--- src/rtl/sa_pkg.sv ---
// Shared constants and state type for the systolic-array activation feeder.
package sa_pkg;

   localparam int SA_WIDTH = 16;
   localparam int SA_N     = 4;

   typedef enum logic [1:0] {
      ST_IDLE   = 2'd0,
      ST_STREAM = 2'd1,
      ST_DRAIN  = 2'd2
   } feed_state_t;

endpackage

--- src/rtl/sa_sync_fifo.sv ---
// Single-clock FIFO with combinational read port; DEPTH must be a power of two.
module sa_sync_fifo #(
   parameter int WIDTH_BITS = 8,
   parameter int DEPTH      = 4
) (
   input  logic                  clk,
   input  logic                  rst,
   input  logic                  wr_en,
   input  logic [WIDTH_BITS-1:0] wr_data,
   input  logic                  rd_en,
   output logic [WIDTH_BITS-1:0] rd_data,
   output logic                  full,
   output logic                  empty
);

   localparam int AW = (DEPTH > 1) ? $clog2(DEPTH) : 1;

   logic [WIDTH_BITS-1:0] mem [DEPTH];
   logic [AW-1:0]         wp, rp;
   logic [AW:0]           cnt;
   logic                  do_wr, do_rd;

   // A pop on an empty FIFO is dropped; a push on a full FIFO lands only if a pop frees the slot.
   assign do_rd   = rd_en & ~empty;
   assign do_wr   = wr_en & (~full | do_rd);
   assign full    = (cnt == (AW+1)'(DEPTH));
   assign empty   = (cnt == '0);
   assign rd_data = mem[rp];

   always_ff @(posedge clk) begin
      if (do_wr) mem[wp] <= wr_data;
   end

   always_ff @(posedge clk or negedge rst) begin
      if (!rst) begin
         wp  <= '0;
         rp  <= '0;
         cnt <= '0;
      end else begin
         if (do_wr) wp <= wp + 1'b1;
         if (do_rd) rp <= rp + 1'b1;
         case ({do_wr, do_rd})
            2'b10:   cnt <= cnt + 1'b1;
            2'b01:   cnt <= cnt - 1'b1;
            default: cnt <= cnt;
         endcase
      end
   end

endmodule

--- src/rtl/sa_skew_feeder.sv ---
// Buffers activation vectors and feeds them diagonally skewed into N array columns.
// Lane j trails lane 0 by j cycles; N must be at least 2.
module sa_skew_feeder
   import sa_pkg::*;
#(
   parameter int WIDTH = SA_WIDTH,
   parameter int N     = SA_N,
   parameter int DEPTH = 4
) (
   input  logic               clk,
   input  logic               rst,
   input  logic               in_valid,
   output logic               in_ready,
   input  logic [N*WIDTH-1:0] in_vec,
   input  logic               in_last,
   output logic [N*WIDTH-1:0] out_col,
   output logic [N-1:0]       out_vld,
   output logic               busy,
   output logic               done
);

   localparam int VW = N*WIDTH;
   localparam int CW = $clog2(N) + 1;
   localparam logic [CW-1:0] LAST_CNT = CW'(N-2);

   feed_state_t       state;
   logic [CW-1:0]     drain_cnt;
   logic              full, empty, push, pop, pop_last;
   logic [VW:0]       rd_data;
   logic [VW-1:0]     pop_vec;

   // rst gates in_ready so nothing is offered as accepted while held in reset.
   assign in_ready = rst & ~full & (state != ST_DRAIN);
   assign push     = in_valid & in_ready;
   assign pop      = (state == ST_STREAM) & ~empty;
   assign pop_vec  = rd_data[VW-1:0];
   assign pop_last = rd_data[VW];

   sa_sync_fifo #(.WIDTH_BITS(VW+1), .DEPTH(DEPTH)) u_fifo (
      .clk     (clk),
      .rst     (rst),
      .wr_en   (push),
      .wr_data ({in_last, in_vec}),
      .rd_en   (pop),
      .rd_data (rd_data),
      .full    (full),
      .empty   (empty)
   );

   always_ff @(posedge clk or negedge rst) begin
      if (!rst) begin
         state     <= ST_IDLE;
         drain_cnt <= '0;
         busy      <= 1'b0;
         done      <= 1'b0;
      end else begin
         done <= 1'b0;
         case (state)
            // Vectors left over from the previous tile also restart streaming.
            ST_IDLE: if (push | ~empty) begin
               state <= ST_STREAM;
               busy  <= 1'b1;
            end
            ST_STREAM: if (pop & pop_last) begin
               state     <= ST_DRAIN;
               drain_cnt <= '0;
            end
            ST_DRAIN: if (drain_cnt == LAST_CNT) begin
               state <= ST_IDLE;
               busy  <= 1'b0;
               done  <= 1'b1;
            end else begin
               drain_cnt <= drain_cnt + 1'b1;
            end
            default: state <= ST_IDLE;
         endcase
      end
   end

   for (genvar j = 0; j < N; j++) begin : g_lane
      logic [WIDTH-1:0] dpipe [j+1];
      logic [j:0]       vld_pipe;

      // Data enters zeroed when no pop, so invalid slots never carry stale values.
      always_ff @(posedge clk or negedge rst) begin
         if (!rst) begin
            vld_pipe <= '0;
            for (int k = 0; k <= j; k++) dpipe[k] <= '0;
         end else begin
            vld_pipe[0] <= pop;
            dpipe[0]    <= pop ? pop_vec[j*WIDTH +: WIDTH] : '0;
            for (int k = 1; k <= j; k++) begin
               vld_pipe[k] <= vld_pipe[k-1];
               dpipe[k]    <= dpipe[k-1];
            end
         end
      end

      assign out_col[j*WIDTH +: WIDTH] = dpipe[j];
      assign out_vld[j]                = vld_pipe[j];
   end

endmodule

--- config.mk ---
export PLATFORM = sky130hd
export DESIGN_NAME = sa_skew_feeder
export DESIGN_NICKNAME = d
export VERILOG_FILES = /design/src/rtl/sa_pkg.sv /design/src/rtl/sa_sync_fifo.sv /design/src/rtl/sa_skew_feeder.sv
export SDC_FILE = /design/constraint.sdc
export NUM_CORES = 1
export LEC_CHECK = 0
export ABC_AREA = 1
export BUFFER_PORTS_ARGS = -buffer_cell sky130_fd_sc_hd__buf_2
export CORE_UTILIZATION = 35
export DETAILED_ROUTE_END_ITERATION = 7
export MAX_ROUTING_LAYER = met4
export SYNTH_ARGS = -nofsm -noshare
export SYNTH_HDL_FRONTEND = slang
export SYNTH_SLANG_ARGS = --single-unit
--- constraint.sdc ---
create_clock -name clk -period 5.3 [get_ports clk]
set_input_delay 0.53 -clock clk [delete_from_list [all_inputs] [get_ports clk]]
set_output_delay 0.53 -clock clk [all_outputs]
set_load 0.05 [all_outputs]
==> results of run 1 <==
cell usage after synthesis:
library cell | n | share of area [%]
nand4_2 | 1 | 0.082
inv_1 | 18 | 0.44
nand3_1 | 4 | 0.13
buf_4 | 58 | 2.8
a21oi_1 | 67 | 2.2
nor2_1 | 269 | 6.6
dfrtp_1 | 178 | 29
or2_2 | 1 | 0.041
buf_6 | 3 | 0.22
buf_1 | 1 | 0.024
nor3_1 | 1 | 0.033
xnor2_1 | 2 | 0.11
xor2_1 | 3 | 0.17
nand2_2 | 2 | 0.082
nand4_1 | 1 | 0.041
nand2_1 | 22 | 0.54
clkbuf_2 | 2 | 0.065
inv_6 | 1 | 0.057
nand3_2 | 2 | 0.13
o21ai_0 | 130 | 4.2
buf_8 | 1 | 0.098
edfxtp_1 | 260 | 51
ha_1 | 7 | 0.57
fa_1 | 1 | 0.13
buf_2 | 23 | 0.75
clkbuf_1 | 10 | 0.25
buf_12 | 1 | 0.13
area by class of cell:
type / count / area [um^2] / share of cell area, %
clock inverters: 12 / 56.3 / 0.320
inverters: 19 / 77.6 / 0.441
multi-input cells: 513 / 2350 / 13.4
flip-flops and latches: 438 / 12300 / 69.8
clock buffers: 68 / 1290 / 7.35
repair buffers: 146 / 785 / 4.46
well taps: 585 / 732 / 4.16
diodes: 8 / 20.0 / 0.114
power by group through the flow:
stage	registers (mW)	logic (mW)	clock network [mW]
2_1_floorplan	4.63	1.99	0
3_3_place_gp	4.66	2.44	0
3_5_place_dp	4.67	2.48	0
4_1_cts	4.60	2.50	2.96
5_1_grt	4.66	2.72	3.10
6_report	4.59	2.44	2.87
cells by family (layout without fill, tap and decap cells):
kind of cell / Yosys count / count (layout) / synth area share, %
simple gates: 303 / 303 / 7.67
flops: 438 / 438 / 80.0
xor+xnor: 5 / 5 / 0.286
other cells: 0 / 8 / 0
buf+inv: 118 / 245 / 4.88
fa+ha+maj: 8 / 8 / 0.702
compound gates: 197 / 197 / 6.44
per-stage QoR:
step / cells / hold slack (ns) / power, mW / util (%) / instance area [um^2]
4_1_cts: 1781 / 0.0549 / 10.1 / 40.7 / 17600
6_report: 1789 / 0.0451 / 9.90 / 40.7 / 17600
5_1_grt: 1789 / 0.0899 / 10.5 / 40.7 / 17600
2_1_floorplan: 1069 / 0.234 / 6.62 / - / 15300
3_3_place_gp: 1701 / 0.332 / 7.10 / 37.6 / 16200
3_5_place_dp: 1701 / 0.335 / 7.15 / 37.6 / 16200
worst paths after layout:
kind	startpoint	to	slack (ns)	depth (start not counted)
setup / recovery	u_fifo.rp[1]$_DFFE_PN0P_	drain_cnt[1]$_DFFE_PN0P_	2.24	5
hold / removal	rst	out_col[38]$_DFF_PN0_	0.05	1
setup reg to reg	u_fifo.rp[1]$_DFFE_PN0P_	drain_cnt[1]$_DFFE_PN0P_	2.24	5
max in group asynchronous	rst	u_fifo.rp[0]$_DFFE_PN0P_	4.06	2
min in group clk	in_vec[46]	u_fifo.mem[3][46]$_DFFE_PP_	0.21	1
hold reg to reg	g_lane[2].dpipe[34]$_DFF_PN0_	g_lane[2].dpipe[18]$_DFF_PN0_	0.34	0
sequential cells by signal, indices dropped and copies added (netlist names):
signal and count:
u_fifo.mem 260, done 1, u_fifo.cnt 3, drain_cnt 3, g_lane.dpipe 112, out_col 48
state 2, u_fifo.wp 2, u_fifo.rp 2, busy 1, g_lane.vld_pipe 4
worst max-delay path, stage by stage (launching register included):
cell,delay [ns]
dfrtp_4,1.01
clkinv_2,1.14
nand3_2,0.36
nand3_2,0.18
nand3_1,0.13
nand2_1,0.05
metal layers:
metal / up-vias / routed length (um) / GRT usage [%]
li1: 3820 / - / -
met2: 173 / 14900 / 22.5
met5: - / 0 / -
met4: 0 / 840 / 5.45
met1: 3831 / 12800 / 17.8
met3: 66 / 1660 / 3.33
==> qor.yml, run 1 <==
outcome: "finished, final reports clean"
start_util_pct: 35.5
clockBufferDepth: 3
cts-buffers-inserted: 44
p_comb_share_pct: 24.6
p_leak_nw: 6.99
pwr-share-seq_pct: 46.3
fmax_mhz: 327
synth_warnings: 0
min_path_type: "input pin to async pin"
mostFrequentLayoutCells: "nor2_1, edfxtp_1, dfrtp_1"
syn_area_per_cell_um2: 14.3
dieHeight_um: 211
first_pass_iters: 4
slew_headroom_pct: 20.7
antenna_found_initial: 8
fillers: 4013
hold_viol_final: 0
fin_crit_ns: 3.06
nNetsFinal: 1238
die_x_um: 211
startpoint_type: "register"
rsz0062_at_grt: "no"
syn_to_final_growth_pct: 14.8
gp_congestion: 0.799
cp.required_ns: 5.73
drt_first_iter_violations: 565
tightest_slew_ns: 1.19
ys_seq_elements: 438
cts_resized: 0
clkTransAtPathRegs_ns: 0.06
setup_ws_ns: 2.24
p_per_area_mw_per_mm2: 563
ir_drop_mv: 0.291
postCtsHoldBufs: 0
power.switching_mw: 3.35
wl_um: 30200
path_max_fanout: 67
grt_pass1_vias: 8139
num_vias: 7890
fin_tns_setup_ns: 0
path_class: "register to register"
syn_inst: 1069
grt_overflow: 0
grt_use_total_pct: 14.2
postCtsSetupBuffers: 0
grt_pass1_wl_um: 46600
worstSetupEndpointType: "register"
num_rows: 76
finalClockSkew_ns: 0.0113
place_hpwl_um: 16400
synth_area_mm2: 0.0153
wl_per_cell_um: 16.9
drc: 0
drive_gt1_share_pct: 18.4
grt_max_degree: 132
clock_latency_ns: 0.54
arrival_ns: 3.49
period_share_pct: 57.8
die-area_mm2: 0.0446
core_area_mm2: 0.0432
ioPinCount: 139
p_int_mw: 6.55
max-cap-violations: 0
final_common_cell: "nor2_1"
cts-root-buf: "clkbuf_16"
ys_types: 27
cts_tree: "built"
htreeDepth: 2
port_buffers: 138
finalSetupViolCount: 0
synth_nets: 1145
cts_sinks: 438
drv_slew: 0
vias_per_cell: 4.41
switching_share_pct: 33.8
clkPwrFrac_pct: 29.0
antenna_left: 0
yosysSeqAreaShare_pct: 80.0
pre_cts_ws_ns: 1.79
(Power assumes the default switching activity.)
==> run 2: changes to the inputs <==
--- a/config.mk
+++ b/config.mk
@@ -5,7 +5,7 @@
 export SDC_FILE = /design/constraint.sdc
 export NUM_CORES = 1
 export LEC_CHECK = 0
-export ABC_AREA = 1
+export ABC_AREA = 0
 export BUFFER_PORTS_ARGS = -buffer_cell sky130_fd_sc_hd__buf_2
 export CORE_UTILIZATION = 35
 export DETAILED_ROUTE_END_ITERATION = 7
==> constraint.sdc (replaced) <==
create_clock -name clk -period 2.7 [get_ports clk]
set_input_delay 0.27 -clock clk [delete_from_list [all_inputs] [get_ports clk]]
set_output_delay 0.27 -clock clk [all_outputs]
set_load 0.05 [all_outputs]
==> run 2 against run 1 <==
Compared with the run above: core utilization grew 3.2 points; worst hold slack gained 0.15 ns; highest routed layer unchanged; setup slack lost 1.8 ns; first-iteration DRC count shrank 43%; critical path type is now input pin to output port; largest cell class unchanged; flip-flop and latch count is the same; cell area grew 5.6%; critical path depth grew 1; critical endpoint is now in_ready; largest power group unchanged.
==> qor.yml, run 2 <==
outcome: "finished, final reports clean"  # unchanged
grt_use_total_pct: 13.4  # was 14.2%
met2_wirelength_um: 13300  # was 14900 um
finalClockSkew_ns: 0.0122  # was 0.0113 ns
synth_top_area_share_pct: 51.6  # was 51.0%
final_cell_area_mm2: 0.0186  # was 0.0176 mm^2
start_util_pct: 35.8  # was 35.5%
syn_area_per_cell_um2: 21.4  # was 14.3 um^2
nNetsFinal: 976  # was 1238
gp_congestion: 0.699  # was 0.799
finalSetupViolCount: 0  # unchanged
cts_tree: "built"  # unchanged
path_class: "input pin to output port"  # was register to register
largest_register: "u_fifo.mem"  # unchanged
pre_cts_ws_ns: 0.539  # was 1.79 ns
ys_seq_elements: 438  # unchanged
worst_path_largest_cell_delay_ns: 0.54  # was 1.14 ns
setup_ws_ns: 0.410  # was 2.24 ns
wl_um: 27600  # was 30200 um
core_area_mm2: 0.0423  # was 0.0432 mm^2
cts-buffers-inserted: 47  # was 44
grt_max_degree: 123  # was 132
fin_tns_setup_ns: 0  # unchanged
path_max_fanout: 122  # was 67
wl_per_cell_um: 18.2  # was 16.9 um
syn_to_final_growth_pct: 22.7  # was 14.8%
die-area_mm2: 0.0441  # was 0.0446 mm^2
clockBufferDepth: 3  # unchanged
yosysMostFrequentCell: "edfxtp_1"  # was nor2_1
worstSetupEndpointType: "output port"  # was register
yosysSeqAreaShare_pct: 81.0  # was 80.0%
cts_sinks: 438  # unchanged
synth_warnings: 0  # unchanged
crit_chain: "dlygate4sd3_1 -> clkbuf_8 -> buf_12 -> nand2_1 -> nor2_1 -> buf_2"  # was clkinv_2 -> nand3_2 -> nand3_2 -> nand3_1 -> nand2_1
slowest_stage: "dlygate4sd3_1"  # was clkinv_2
drv_slew: 0  # unchanged
first_pass_iters: 6  # was 4
die_x_um: 210  # was 211 um
arrival_ns: 2.02  # was 3.49 ns
synth_nets: 782  # was 1145
wl_met3_um: 1120  # was 1660 um
slew_headroom_pct: 42.5  # was 20.7%
placed_cells: 1362  # was 1701
min_path_type: "input pin to register"  # was input pin to async pin
port_buffers: 138  # unchanged
ir_drop_mv: 0.511  # was 0.291 mV
mostFrequentLayoutCells: "edfxtp_1, dfrtp_1, buf_2"  # was nor2_1, edfxtp_1, dfrtp_1
synth_area_mm2: 0.0151  # was 0.0153 mm^2
ys.flop_type: "edfxtp_1"  # unchanged
antenna_found_initial: 1  # was 8
antenna_left: 0  # unchanged
syn_inst: 706  # was 1069
hold_viol_final: 0  # unchanged
drt_first_iter_violations: 320  # was 565
p_leak_nw: 7.51  # was 6.99 nW
synth_edf_count: 260  # unchanged
cts-root-buf: "clkbuf_16"  # unchanged
fmax_mhz: 437
dieHeight_um: 210  # was 211 um
synth_top_area_cell: "edfxtp_1"  # unchanged
place_area_mm2: 0.0163  # was 0.0162 mm^2
critPathTopFamily: "buffers and inverters"  # unchanged
layout.cells.non_filler: 1516  # was 1789
ys_top_cells_by_count: "edfxtp_1, dfrtp_1, and3_1, mux4_2, buf_4"  # was nor2_1, edfxtp_1, dfrtp_1
max-cap-violations: 0  # unchanged
grt_overflow: 0  # unchanged
p_per_area_mw_per_mm2: 1100  # was 563 mW/mm^2
period_share_pct: 84.8
ys_async_sr_fraction_pct: 40.6  # unchanged
fin_crit_ns: 2.29
grt_pass1_vias: 7405  # was 8139
place_hpwl_um: 14700  # was 16400 um
clkTransAtPathRegs_ns: 0.06  # about the same
grt_pass1_wl_um: 43300  # was 46600 um
drt-met1-wl_um: 12500  # was 12800 um
cts_resized: 0  # unchanged
fillers: 3682  # was 4013
rsz0062_at_grt: "no"  # unchanged
vias_per_cell: 4.49  # was 4.41
num_rows: 75  # was 76
ioPinCount: 139  # unchanged
final_common_cell: "edfxtp_1"  # was nor2_1
drive_gt1_share_pct: 33.4  # was 18.4%
ys_types: 36  # was 27
p_total_mw: 20.4  # was 9.90 mW
htreeDepth: 2  # unchanged
num_vias: 6811  # was 7890
tightest_slew_ns: 0.863  # was 1.19 ns
synthTopCellsByArea: "edfxtp_1, dfrtp_1, mux4_2"  # was edfxtp_1, dfrtp_1, nor2_1
clock_latency_ns: 0.56  # was 0.54 ns
crit_buf_inv: 4  # was 1
cp.required_ns: 2.43  # was 5.73 ns
top_layer_used: "met4"  # unchanged
drc: 0  # unchanged
largest_register_ffs: 260  # unchanged
startpoint_type: "input pin"  # was register
-- run 2: what timing repair did --
action	CTS	global route
hold endpoints to repair	380	0
hold buffers	66	0
setup buffers	0	0
-- run 2: per-layer routing --
metal,GRT usage (%),vias to the layer above
met4,5.03,0
li1,-,3030
met1,17.3,3598
met2,21.1,135
met3,2.80,48
met5,-,-
-- run 2: worst paths after layout --
path	to	slack, ns	cells past startpoint	start
max	in_ready	0.41	6	rst
max in group asynchronous	g_lane[3].dpipe[22]$_DFF_PN0_	1.09	4	rst
max reg2reg	u_fifo.cnt[2]$_DFFE_PN0P_	0.55	9	u_fifo.cnt[0]$_DFFE_PN0P_
min in group asynchronous	out_col[33]$_DFF_PN0_	0.39	3	rst
min	busy$_DFFE_PN0P_	0.20	4	in_valid
min reg2reg	g_lane[2].dpipe[19]$_DFF_PN0_	0.34	0	g_lane[2].dpipe[35]$_DFF_PN0_
-- run 2: through the flow --
step	utilization (%)	hold slack, ns
6_report	43.9	0.198
5_1_grt	43.9	0.205
4_1_cts	43.9	0.151
3_5_place_dp	38.5	0.335
3_3_place_gp	38.5	0.332
2_1_floorplan	-	-0.0256
-- run 2: power by group --
group          internal [mW]  leakage, nW  switching, mW
clock                   4.08        0.798           2.56
combinational           1.89         2.01           2.90
sequential              8.38         4.70          0.548
-- run 2: worst reg2reg max path, delay by kind of cell, from the launching register on --
family / cells / cell delay, ns
flops: 1 / 0.43
fa+ha+maj: 2 / 0.60
simple gates: 3 / 0.63
buf+inv: 2 / 0.14
xor+xnor: 2 / 0.29
-- run 2: cells by family after synthesis --
family                   after synthesis  share of synthesized area, %
flip-flops                           438                          81.0
AO/OA/AOI/OAI                         10                         0.529
buffers and inverters                 89                          4.11
AND/OR/NAND/NOR                       89                          3.59
XOR/XNOR                               6                         0.347
adder cells (fa/ha/maj)                8                         0.711
multiplexers                          66                          9.74
-- run 2: area by class of cell --
class	instances	area (um^2)	area share, %
Antenna cell	1	2.50	0.0135
Inverter	10	37.5	0.202
Timing Repair Buffer	224	1640	8.80
Multi-Input combinational cell	179	2270	12.2
Clock buffer	57	1290	6.93
Sequential cell	438	12300	66.1
Tap cell	577	722	3.89
Clock inverter	30	349	1.88
